$ cat config.mk
export PLATFORM = sky130hd
export DESIGN_NAME = mem_bus_arbiter
export DESIGN_NICKNAME = d
export VERILOG_FILES = /design/src/rtl/mem_bus_arbiter_pkg.sv /design/src/rtl/mem_bus_arbiter_key_latch.sv /design/src/rtl/mem_bus_arbiter.sv
export SDC_FILE = /design/constraint.sdc
export NUM_CORES = 1
export LEC_CHECK = 0
export ABC_AREA = 1
export CAP_MARGIN = 30
export CORE_AREA = 5 5 159 161
export DETAILED_ROUTE_END_ITERATION = 10
export DIE_AREA = 0 0 164 166
export PLACE_DENSITY = 0.82
export SLEW_MARGIN = 30
export SYNTH_ARGS = -nofsm -noshare
export SYNTH_HDL_FRONTEND = slang
export SYNTH_SLANG_ARGS = --single-unit
$ cat constraint.sdc
create_clock -name clk -period 1.85 [get_ports clk]
set_input_delay 0.4625 -clock clk [delete_from_list [all_inputs] [get_ports clk]]
set_output_delay 0.4625 -clock clk [all_outputs]
set_load 0.03 [all_outputs]
$ cat src/rtl/mem_bus_arbiter_pkg.sv
// rtl/mem_bus_arbiter_pkg.sv - shared state encoding, address map defaults and helpers
package mem_bus_arbiter_pkg;

    typedef enum logic [1:0] {
        ST_IDLE   = 2'd0,
        ST_ACCESS = 2'd1,
        ST_RESP   = 2'd2
    } arb_state_e;

    typedef enum logic [1:0] {
        RG_CACHE = 2'd0,
        RG_ART   = 2'd1,
        RG_KEY   = 2'd2,
        RG_NONE  = 2'd3
    } region_e;

    localparam int          DEF_CACHE_WORDS = 2048;
    localparam logic [63:0] DEF_ART_BASE    = 64'h2000;
    localparam logic [63:0] DEF_KEY_BASE    = 64'h2004;
    localparam logic [31:0] NOP_INSTR       = 32'h00000013;

    // Cache holds instructions big-endian; the core wants them little-endian.
    function automatic logic [31:0] byte_swap32(input logic [31:0] w);
        return {w[7:0], w[15:8], w[23:16], w[31:24]};
    endfunction

endpackage

$ cat src/rtl/mem_bus_arbiter_key_latch.sv
// rtl/mem_bus_arbiter_key_latch.sv - single-entry keyboard buffer with read-clear
module key_latch
    import mem_bus_arbiter_pkg::*;
(
    input  logic       clk,
    input  logic       reset_n,
    input  logic       key_strobe_i,
    input  logic [7:0] key_ascii_i,
    input  logic       rd_clr_i,
    output logic [7:0] key_buf_o,
    output logic       key_valid_o
);

    logic [7:0] key_buf_q;
    logic       key_valid_q;

    // A new key beats a simultaneous read-clear so the keystroke is not lost.
    always_ff @(posedge clk or negedge reset_n) begin
        if (!reset_n) begin
            key_buf_q   <= 8'd0;
            key_valid_q <= 1'b0;
        end else if (key_strobe_i) begin
            key_buf_q   <= key_ascii_i;
            key_valid_q <= 1'b1;
        end else if (rd_clr_i) begin
            key_valid_q <= 1'b0;
        end
    end

    assign key_buf_o   = key_buf_q;
    assign key_valid_o = key_valid_q;

endmodule

$ cat src/rtl/mem_bus_arbiter.sv
// rtl/mem_bus_arbiter.sv - fetch/data arbiter onto shared L1 cache, UART and keyboard
module mem_bus_arbiter
    import mem_bus_arbiter_pkg::*;
#(
    parameter int          CACHE_WORDS = DEF_CACHE_WORDS,
    parameter logic [63:0] ART_BASE    = DEF_ART_BASE,
    parameter logic [63:0] KEY_BASE    = DEF_KEY_BASE,
    parameter int          STARVE_MAX  = 4
) (
    input  logic        clk,
    input  logic        reset_n,
    input  logic        if_req,
    input  logic [63:0] if_addr,
    output logic        if_ack,
    output logic [31:0] if_instr,
    input  logic        d_req,
    input  logic        d_we,
    input  logic [63:0] d_addr,
    input  logic [63:0] d_wdata,
    output logic        d_ack,
    output logic [63:0] d_rdata,
    output logic        d_err,
    output logic [10:0] mem_addr,
    output logic        mem_we,
    output logic [31:0] mem_wdata,
    input  logic [31:0] mem_rdata,
    output logic        art_wr,
    output logic [31:0] art_data,
    input  logic        key_strobe,
    input  logic [7:0]  key_ascii
);

    localparam int          SW          = $clog2(STARVE_MAX + 1);
    localparam logic [SW-1:0] STARVE_LIM = SW'(STARVE_MAX);
    localparam logic [63:0] CACHE_BYTES = 64'(CACHE_WORDS) * 64'd4;

    arb_state_e    state_q;
    region_e       region_q;
    logic          fetch_q;
    logic          we_q;
    logic [SW-1:0] starve_cnt_q;
    logic [63:0]   io_q;

    logic          if_ack_q, d_ack_q, d_err_q, mem_we_q, art_wr_q;
    logic [31:0]   if_instr_q, mem_wdata_q, art_data_q;
    logic [63:0]   d_rdata_q;
    logic [10:0]   mem_addr_q;

    logic          grant_d, grant_f;
    logic [63:0]   sel_addr;
    region_e       sel_region;
    logic          key_rd_clr;
    logic [7:0]    key_buf;
    logic          key_valid;

    wire unused_wdata_hi = &{1'b0, d_wdata[63:32]};

    always_comb begin
        grant_d    = d_req && !(if_req && (starve_cnt_q == STARVE_LIM));
        grant_f    = if_req && !grant_d;
        sel_addr   = grant_d ? d_addr : if_addr;
        sel_region = RG_NONE;
        if (sel_addr < CACHE_BYTES)    sel_region = RG_CACHE;
        else if (sel_addr == ART_BASE) sel_region = RG_ART;
        else if (sel_addr == KEY_BASE) sel_region = RG_KEY;
    end

    assign key_rd_clr = (state_q == ST_ACCESS) && (region_q == RG_KEY) && !we_q && !fetch_q;

    key_latch u_key_latch (
        .clk          (clk),
        .reset_n      (reset_n),
        .key_strobe_i (key_strobe),
        .key_ascii_i  (key_ascii),
        .rd_clr_i     (key_rd_clr),
        .key_buf_o    (key_buf),
        .key_valid_o  (key_valid)
    );

    always_ff @(posedge clk or negedge reset_n) begin
        if (!reset_n) begin
            state_q      <= ST_IDLE;
            region_q     <= RG_NONE;
            fetch_q      <= 1'b0;
            we_q         <= 1'b0;
            starve_cnt_q <= '0;
            io_q         <= 64'd0;
            if_ack_q     <= 1'b0;
            d_ack_q      <= 1'b0;
            d_err_q      <= 1'b0;
            mem_we_q     <= 1'b0;
            art_wr_q     <= 1'b0;
            if_instr_q   <= 32'd0;
            mem_wdata_q  <= 32'd0;
            art_data_q   <= 32'd0;
            d_rdata_q    <= 64'd0;
            mem_addr_q   <= 11'd0;
        end else begin
            if_ack_q <= 1'b0;
            d_ack_q  <= 1'b0;
            d_err_q  <= 1'b0;
            mem_we_q <= 1'b0;
            art_wr_q <= 1'b0;
            case (state_q)
                ST_IDLE: begin
                    if (grant_d || grant_f) begin
                        state_q    <= ST_ACCESS;
                        fetch_q    <= grant_f;
                        we_q       <= grant_d && d_we;
                        region_q   <= sel_region;
                        mem_addr_q <= sel_addr[12:2];
                        // Side-effect strobes are launched here so they land exactly on ACCESS.
                        if (grant_d && d_we && (sel_region == RG_CACHE)) begin
                            mem_we_q    <= 1'b1;
                            mem_wdata_q <= d_wdata[31:0];
                        end
                        if (grant_d && d_we && (sel_region == RG_ART)) begin
                            art_wr_q   <= 1'b1;
                            art_data_q <= d_wdata[31:0];
                        end
                        if (grant_f) begin
                            starve_cnt_q <= '0;
                        end else if (if_req && (starve_cnt_q != STARVE_LIM)) begin
                            starve_cnt_q <= starve_cnt_q + 1'b1;
                        end
                    end
                end
                ST_ACCESS: begin
                    state_q <= ST_RESP;
                    io_q    <= key_rd_clr ? {55'd0, key_valid, key_buf} : 64'd0;
                end
                ST_RESP: begin
                    state_q <= ST_IDLE;
                    if (fetch_q) begin
                        if_ack_q   <= 1'b1;
                        if_instr_q <= (region_q == RG_CACHE) ? byte_swap32(mem_rdata) : NOP_INSTR;
                    end else begin
                        d_ack_q <= 1'b1;
                        d_err_q <= (region_q == RG_NONE);
                        if (region_q == RG_CACHE) d_rdata_q <= we_q ? 64'd0 : {32'd0, mem_rdata};
                        else                      d_rdata_q <= io_q;
                    end
                end
                default: state_q <= ST_IDLE;
            endcase
        end
    end

    assign if_ack    = if_ack_q;
    assign if_instr  = if_instr_q;
    assign d_ack     = d_ack_q;
    assign d_rdata   = d_rdata_q;
    assign d_err     = d_err_q;
    assign mem_addr  = mem_addr_q;
    assign mem_we    = mem_we_q;
    assign mem_wdata = mem_wdata_q;
    assign art_wr    = art_wr_q;
    assign art_data  = art_data_q;

endmodule

* After elaboration in Yosys (flattened, before gate mapping)
Cells that the tools add are included.
Widths: inputs -> output; s select.
** Storage, ports and cells
- Register bits after elaboration :: 258
- Output and inout bits :: 176
- Word-level logic and storage cells :: 83
** Operators by class
- Add/sub/neg operators :: 1
- Order comparisons :: 1
- Equality and inequality tests :: 10
- Multiplexer cells :: 26
- Bitwise gates (word level) :: 1
- Reduce and logical (&&, ||, !) cells :: 26
** Operator list (number)
- $eq 64x14->1 const B :: 2
- $mux 64 :: 2
- $lt 64x14->1 const B :: 1
- $mux 32 :: 2
- $mux 1 :: 15
- $logic_and 1x1->1 :: 10
- $mux 9 :: 1
- $reduce_and 3->1 :: 3
- $eq 2x2->1 const B :: 3
- $logic_not 2->1 :: 3
- $mux 2 :: 3
- $mux 3 :: 2
- $reduce_and 2->1 :: 3
- $eq 2x1->1 const B :: 2
- $logic_not 1->1 :: 4
- $pmux 2 s2 :: 1
- $reduce_bool 2->1 :: 2
- $add 3x1->3 const B :: 1
- $eq 3x3->1 const B :: 1
- $ne 3x3->1 const B :: 1
- $ne 2x2->1 const B :: 1
- $logic_or 1x1->1 :: 1
- $not 1->1 :: 1

* Depth between registers and ports, before layout
- Depth in word-level cells :: 14
- Depth in mapped cells :: 15

* By module
From an unflattened synthesis, not the netlist that was laid out.
** Unflattened totals
- Cell total of the unflattened synthesis :: 892
- Area, all modules :: 7648.6 µm²
** Modules (own cells, without submodules)
- mem_bus_arbiter :: times used 1, cells an instance 854, area each 7307.0 µm², sequential area each 4056.4 µm²
- key_latch :: times used 1, cells an instance 38, area each 341.6 µm², sequential area each 225.2 µm²

* Least setup slack after synthesis
OpenSTA, ideal clock, no wires.
- Path kind :: flip-flop to flip-flop
- Start point :: reg starve_cnt_q[0]
- End point :: reg art_data_q[12], in the netlist art_data[12]
- Setup time :: 118 ps
- Arrival :: 1861 ps
- Required time :: 1732 ps
- Slack :: -129 ps
- Cell stages (with the launch flop) :: 15
- Buffers on the path :: 2
- Clock period less this slack :: 1979 ps
- Path through :: dfrtp_1 inv_1 ha_1 nand3_2 buf_2 nand3_1 nand2_1 nand2_1 nor2_1 nand3_1 nor2_4 nand3_4 buf_4 nand2_1 nand2_1
** Between the ends
- Cells in the longest elaborated chain, start to end :: 12
** Ends and longest elaborated chain
- from (decl) :: RTL line mem_bus_arbiter.sv:41 : logic [SW-1:0] starve_cnt_q;
- from (signal assigned) :: RTL line mem_bus_arbiter.sv:124 : starve_cnt_q <= starve_cnt_q + 1'b1;
- $eq 3x3->1 * :: RTL line mem_bus_arbiter.sv:59 : grant_d = d_req && !(if_req && (starve_cnt_q == STARVE_LIM));
- $logic_and 1x1->1 * :: RTL line mem_bus_arbiter.sv:59
- $logic_not 1->1 * :: RTL line mem_bus_arbiter.sv:59
- $logic_and 1x1->1 * :: RTL line mem_bus_arbiter.sv:59
- parallel branches: the longest is 7 deep, another holds $lt 64x14->1
- $reduce_and 3->1 (no line) *
- to (signal assigned) :: RTL line mem_bus_arbiter.sv:119 : art_data_q <= d_wdata[31:0];
- to (decl) :: RTL line mem_bus_arbiter.sv:45 : logic [31:0] if_instr_q, mem_wdata_q, art_data_q;
Every way passes the cells marked *.
A chain may end at the register's enable or synchronous reset.

* Final worst setup path
- Start point :: in d_req
- End point :: reg art_data_q[23], in the netlist art_data[23]
** Between the ends
- Cells in the longest elaborated chain, start to end :: 9
** Ends and longest elaborated chain
- from (decl) :: RTL line mem_bus_arbiter.sv:16 : input logic d_req,
- $logic_and 1x1->1 * :: RTL line mem_bus_arbiter.sv:59
- parallel branches: the longest is 7 deep, another holds $lt 64x14->1
- $reduce_and 3->1 (no line) *
Marked as above.

==> summary.md <==
| Metric | Value |
|---|---|
| Final ANT Viol Nets | `0` |
| Max-cap violations | `0` |
| Gr usage total | `18.93%` |
| Highest clock rate | `451.0 MHz` |
| Synth warn | `0` |
| Fin Clk Skew | `0.009867 ns` |
| Post-synth ARST share | `100.0%` |
| Worst setup path category | `input port to flip-flop` |
| Critical Path Max Stage Delay | `0.56 ns` |
| Crit-path slowest cell | `clkdlybuf4s50_1` |
| Cell internal pwr | `0.008827 W` |
| FILL cells | `2,290` |
| Row Count | `57` |
| Hold_sp | `art_data[19]$_DFFE_PN0P_` |
| Reg2Reg Depth | `14` |
| Fin crit share | `119.9%` |
| Vias per cell | `4.622` |
| Failing checks | `negative setup slack` |
| Top delay family on crit path | `buffers and inverters` |
| Logic pwr share | `40.7%` |
| Post-synth EDFFs | `0` |
| Initial Util | `32.08%` |
| Fraction of layout cells with a size suffix above 1 | `10.69%` |
| CTS tree | `built` |
| Total number of vias | `7,469` |
| I/O Buffers | `349` |
| Reg2Reg Setup Slack | `-0.35 ns` |
| Final Total Pwr | `0.01472 W` |
| Most frequent cells in the layout | `nand2_1, clkdlybuf4s50_1, dfrtp_1` |
| Pwr per Cell Area | `1187 nW/um^2` |
| Vias in the first global route | `7,599` |
| Worst Hold Depth | `2` |
| Hold Path Sink | `art_data[19]$_DFFE_PN0P_` |
| Sequential power share | `36.0%` |
| Number of synthesized register bits | `171` |
| Post-route DRC | `0` |
| Top Ports | `414` |
| Clock sink count | `171` |
| Routed WL | `26.70 mm` |
| Die Ht | `166 um` |
| RSZ-0062 raised after global routing | `true` |
| HPWL Detailed | `20.46 mm` |
| Pins Over Slew Limit | `0` |
| Rel. slew slack | `65.07%` |
| Worst-path maximum fanout | `33` |
| Initial antenna violation count | `1` |
| Buffer levels on the longest clock path | `2` |
| DR pass1 iterations | `4` |
| Critical path launch point type | `input port` |
| Reg2Reg Launch Point | `starve_cnt_q[0]$_DFFE_PN0P_` |
| Worst-margin pin slew | `0.5232 ns` |
| Die width | `164 um` |
| Netlist cell types | `32` |
| Largest net degree at the start of global routing | `63` |
| Layout area overhead | `62.28%` |
| Nets | `1,518` |
| Net Switching | `0.005890 W` |
| Setup slack after layout | `-0.3674 ns` |
| GPL Wtd Cong | `0.8012` |
| Most common cell after layout, fill and taps aside | `nand2_1` |
| LEAKAGE | `6.254 nW` |
| Cell Area, Synth | `7642 um^2` |
| Num CTS Buffers | `17` |
| Min Tclk post-route | `2.217 ns` |
| Worst Path Buf+Inv | `3` |
| Synth Flop Type | `dfrtp_1` |
| Root Buffer | `clkbuf_16` |
| Worst-path cell chain | `clkdlybuf4s50_1 -> buf_4 -> nand3b_1 -> nand2_4 -> nand2_2 -> a21oi_2 -> nand2_2 -> nor2_4 -> nand3_4 -> buf_12 -> nand2_1 -> nand2_1` |
| Post-synthesis sequential area ratio | `56.02%` |
| H-tree levels | `4` |
| Setup violators final | `68` |
| Clk Latency, worst-skew pair | `0.42 ns` |
| Setup TNS | `-15.92 ns` |
| Status | `finished with violations` |
| Post-route cell area | `12,400 um^2` |
| Sw Ratio | `40.02%` |
| Min Hold Slack | `0.4693 ns` |
| Final Hold Violating Endpoints | `0` |
| Worst-path clk slew | `0.07 ns` |
| First-pass GRT wire length | `40.72 mm` |
| Clock power share | `23.3%` |
| GRT Residual Overflow | `0` |
| Setup crit end kind | `flip-flop` |
| R2r endpoint | `art_data[23]$_DFFE_PN0P_` |
| Cell area after placement | `11,730 um^2` |
| Arr. time, crit path | `2.52 ns` |
| Syn Area/Cell | `8.548 um^2` |
| Core Box Area | `23,820 um^2` |
| Mapped Cells | `894` |
| HP Class | `flip-flop to flip-flop` |
| DR iter-0 viols | `490` |
| Maximum vdd drop | `0.6201 mV` |
| CP required | `2.15 ns` |
| DIE AREA | `27,220 um^2` |
| Drt wl/cell | `16.52 um` |
| Pre-CTS setup slack | `-0.7537 ns` |
-- Yosys cell counts (all sizes together), types with 2 or more instances --
| cell type | instances | area share, % |
|---|---|---|
| nand2 | 353 | 18 |
| dfrtp | 169 | 55 |
| nor2 | 79 | 4.0 |
| o21ai | 56 | 3.7 |
| buf | 46 | 4.4 |
| inv | 41 | 2.0 |
| nand4 | 39 | 3.2 |
| o21a | 29 | 2.8 |
| clkbuf | 26 | 1.3 |
| nand3 | 20 | 1.6 |
| nand3b | 10 | 0.98 |
| o211ai | 8 | 0.79 |
| a21oi | 3 | 0.29 |
| a32o | 3 | 0.39 |
| o22ai | 3 | 0.25 |
| dfstp | 2 | 0.69 |
| ha | 2 | 0.33 |
-- per-layer routing --
metal / up-vias / global-route usage [%] / part of all wire [%]
met4: 0 / 7.039 / 3.1
li1: 3591 / - / -
met2: 300 / 35.05 / 53
met1: 3538 / 21.12 / 37
met3: 40 / 3.946 / 6.8
met5: - / 0 / 0
-- worst register-to-register path: cells and delay by family, from the launching register on --
| kind | cells | cell delay (ns) |
|---|---|---|
| buffers and inverters | 3 | 0.38 |
| adder cells (fa/ha/maj) | 1 | 0.16 |
| AND/OR/NAND/NOR | 9 | 1.01 |
| flip-flops | 1 | 0.38 |
| AO/OA/AOI/OAI | 1 | 0.14 |
-- registers in the layout, indices dropped and copies added (netlist names) --
| name | cells |
|---|---|
| art_data | 32 |
| art_wr | 1 |
| d_ack | 1 |
| d_err | 1 |
| d_rdata | 32 |
| fetch_q | 1 |
| if_ack | 1 |
| if_instr | 32 |
| io_q | 9 |
| mem_addr | 11 |
| mem_wdata | 32 |
| mem_we | 1 |
| region_q | 2 |
| starve_cnt_q | 3 |
| state_q | 2 |
| u_key_latch.key_buf_o | 8 |
| u_key_latch.key_valid_o | 1 |
| we_q | 1 |
-- power by group through the flow --
stage / Combinational, W / Sequential (W) / Clock, W
after floorplan: 0.00187 / 0.00693 / 0
after detailed placement: 0.00653 / 0.00541 / 0
final: 0.00599 / 0.00530 / 0.00342
after global placement: 0.00642 / 0.00537 / 0
after global routing: 0.00642 / 0.00542 / 0.00368
after CTS: 0.00604 / 0.00531 / 0.00350
-- how the worst max path moves through the flow --
stage	end	cells after the start	startpoint	slack, ns
after floorplan	art_data[22]$_DFFE_PN0P_	15	starve_cnt_q[1]$_DFFE_PN0P_	-0.07
after global placement	art_data[23]$_DFFE_PN0P_	12	d_req	-0.71
after detailed placement	art_data[14]$_DFFE_PN0P_	15	if_req	-0.75
after CTS	art_data[23]$_DFFE_PN0P_	16	starve_cnt_q[1]$_DFFE_PN0P_	-0.30
after global routing	art_data[16]$_DFFE_PN0P_	16	starve_cnt_q[1]$_DFFE_PN0P_	-0.44
final	art_data[23]$_DFFE_PN0P_	12	d_req	-0.37
-- per-stage QoR --
stage,std cells,utilization (%)
after CTS,1610,51.22
after global placement,1572,49.25
after floorplan,925,-
after global routing,1616,52.06
after detailed placement,1572,49.25
final,1616,52.06
-- layout make-up --
cell class	instances	area (um^2)	area share (%)
repair buffers	406	3981	32.10
clock buffers	18	429.2	3.460
flip-flops and latches	171	4282	34.52
diodes	1	2.502	0.02018
multi-input cells	641	3002	24.20
well taps	324	405.4	3.269
clock inverters	14	133.9	1.079
inverters	41	166.4	1.342
-- what timing repair did --
action,CTS,global route
gates cloned,0,4
resized for setup,155,31
hold buffers,1,0
setup buffers,5,2
setup endpoints to repair,211,68
pin swaps,4,4
endpoints found under the hold margin,31,0
-- cell families (layout without fill, tap and decap cells) --
logic type               after synthesis  count (layout)  share of synthesized area [%]
AO/OA/AOI/OAI                        104             104                          8.415
XOR/XNOR                               1               1                         0.1146
adder cells (fa/ha/maj)                2               2                         0.3274
buffers and inverters                113             479                          7.727
flip-flops                           171             171                          56.02
other                                  1              33                        0.04907
AND/OR/NAND/NOR                      502             502                          27.34
Note: power is estimated with default switching activity, not from simulation.
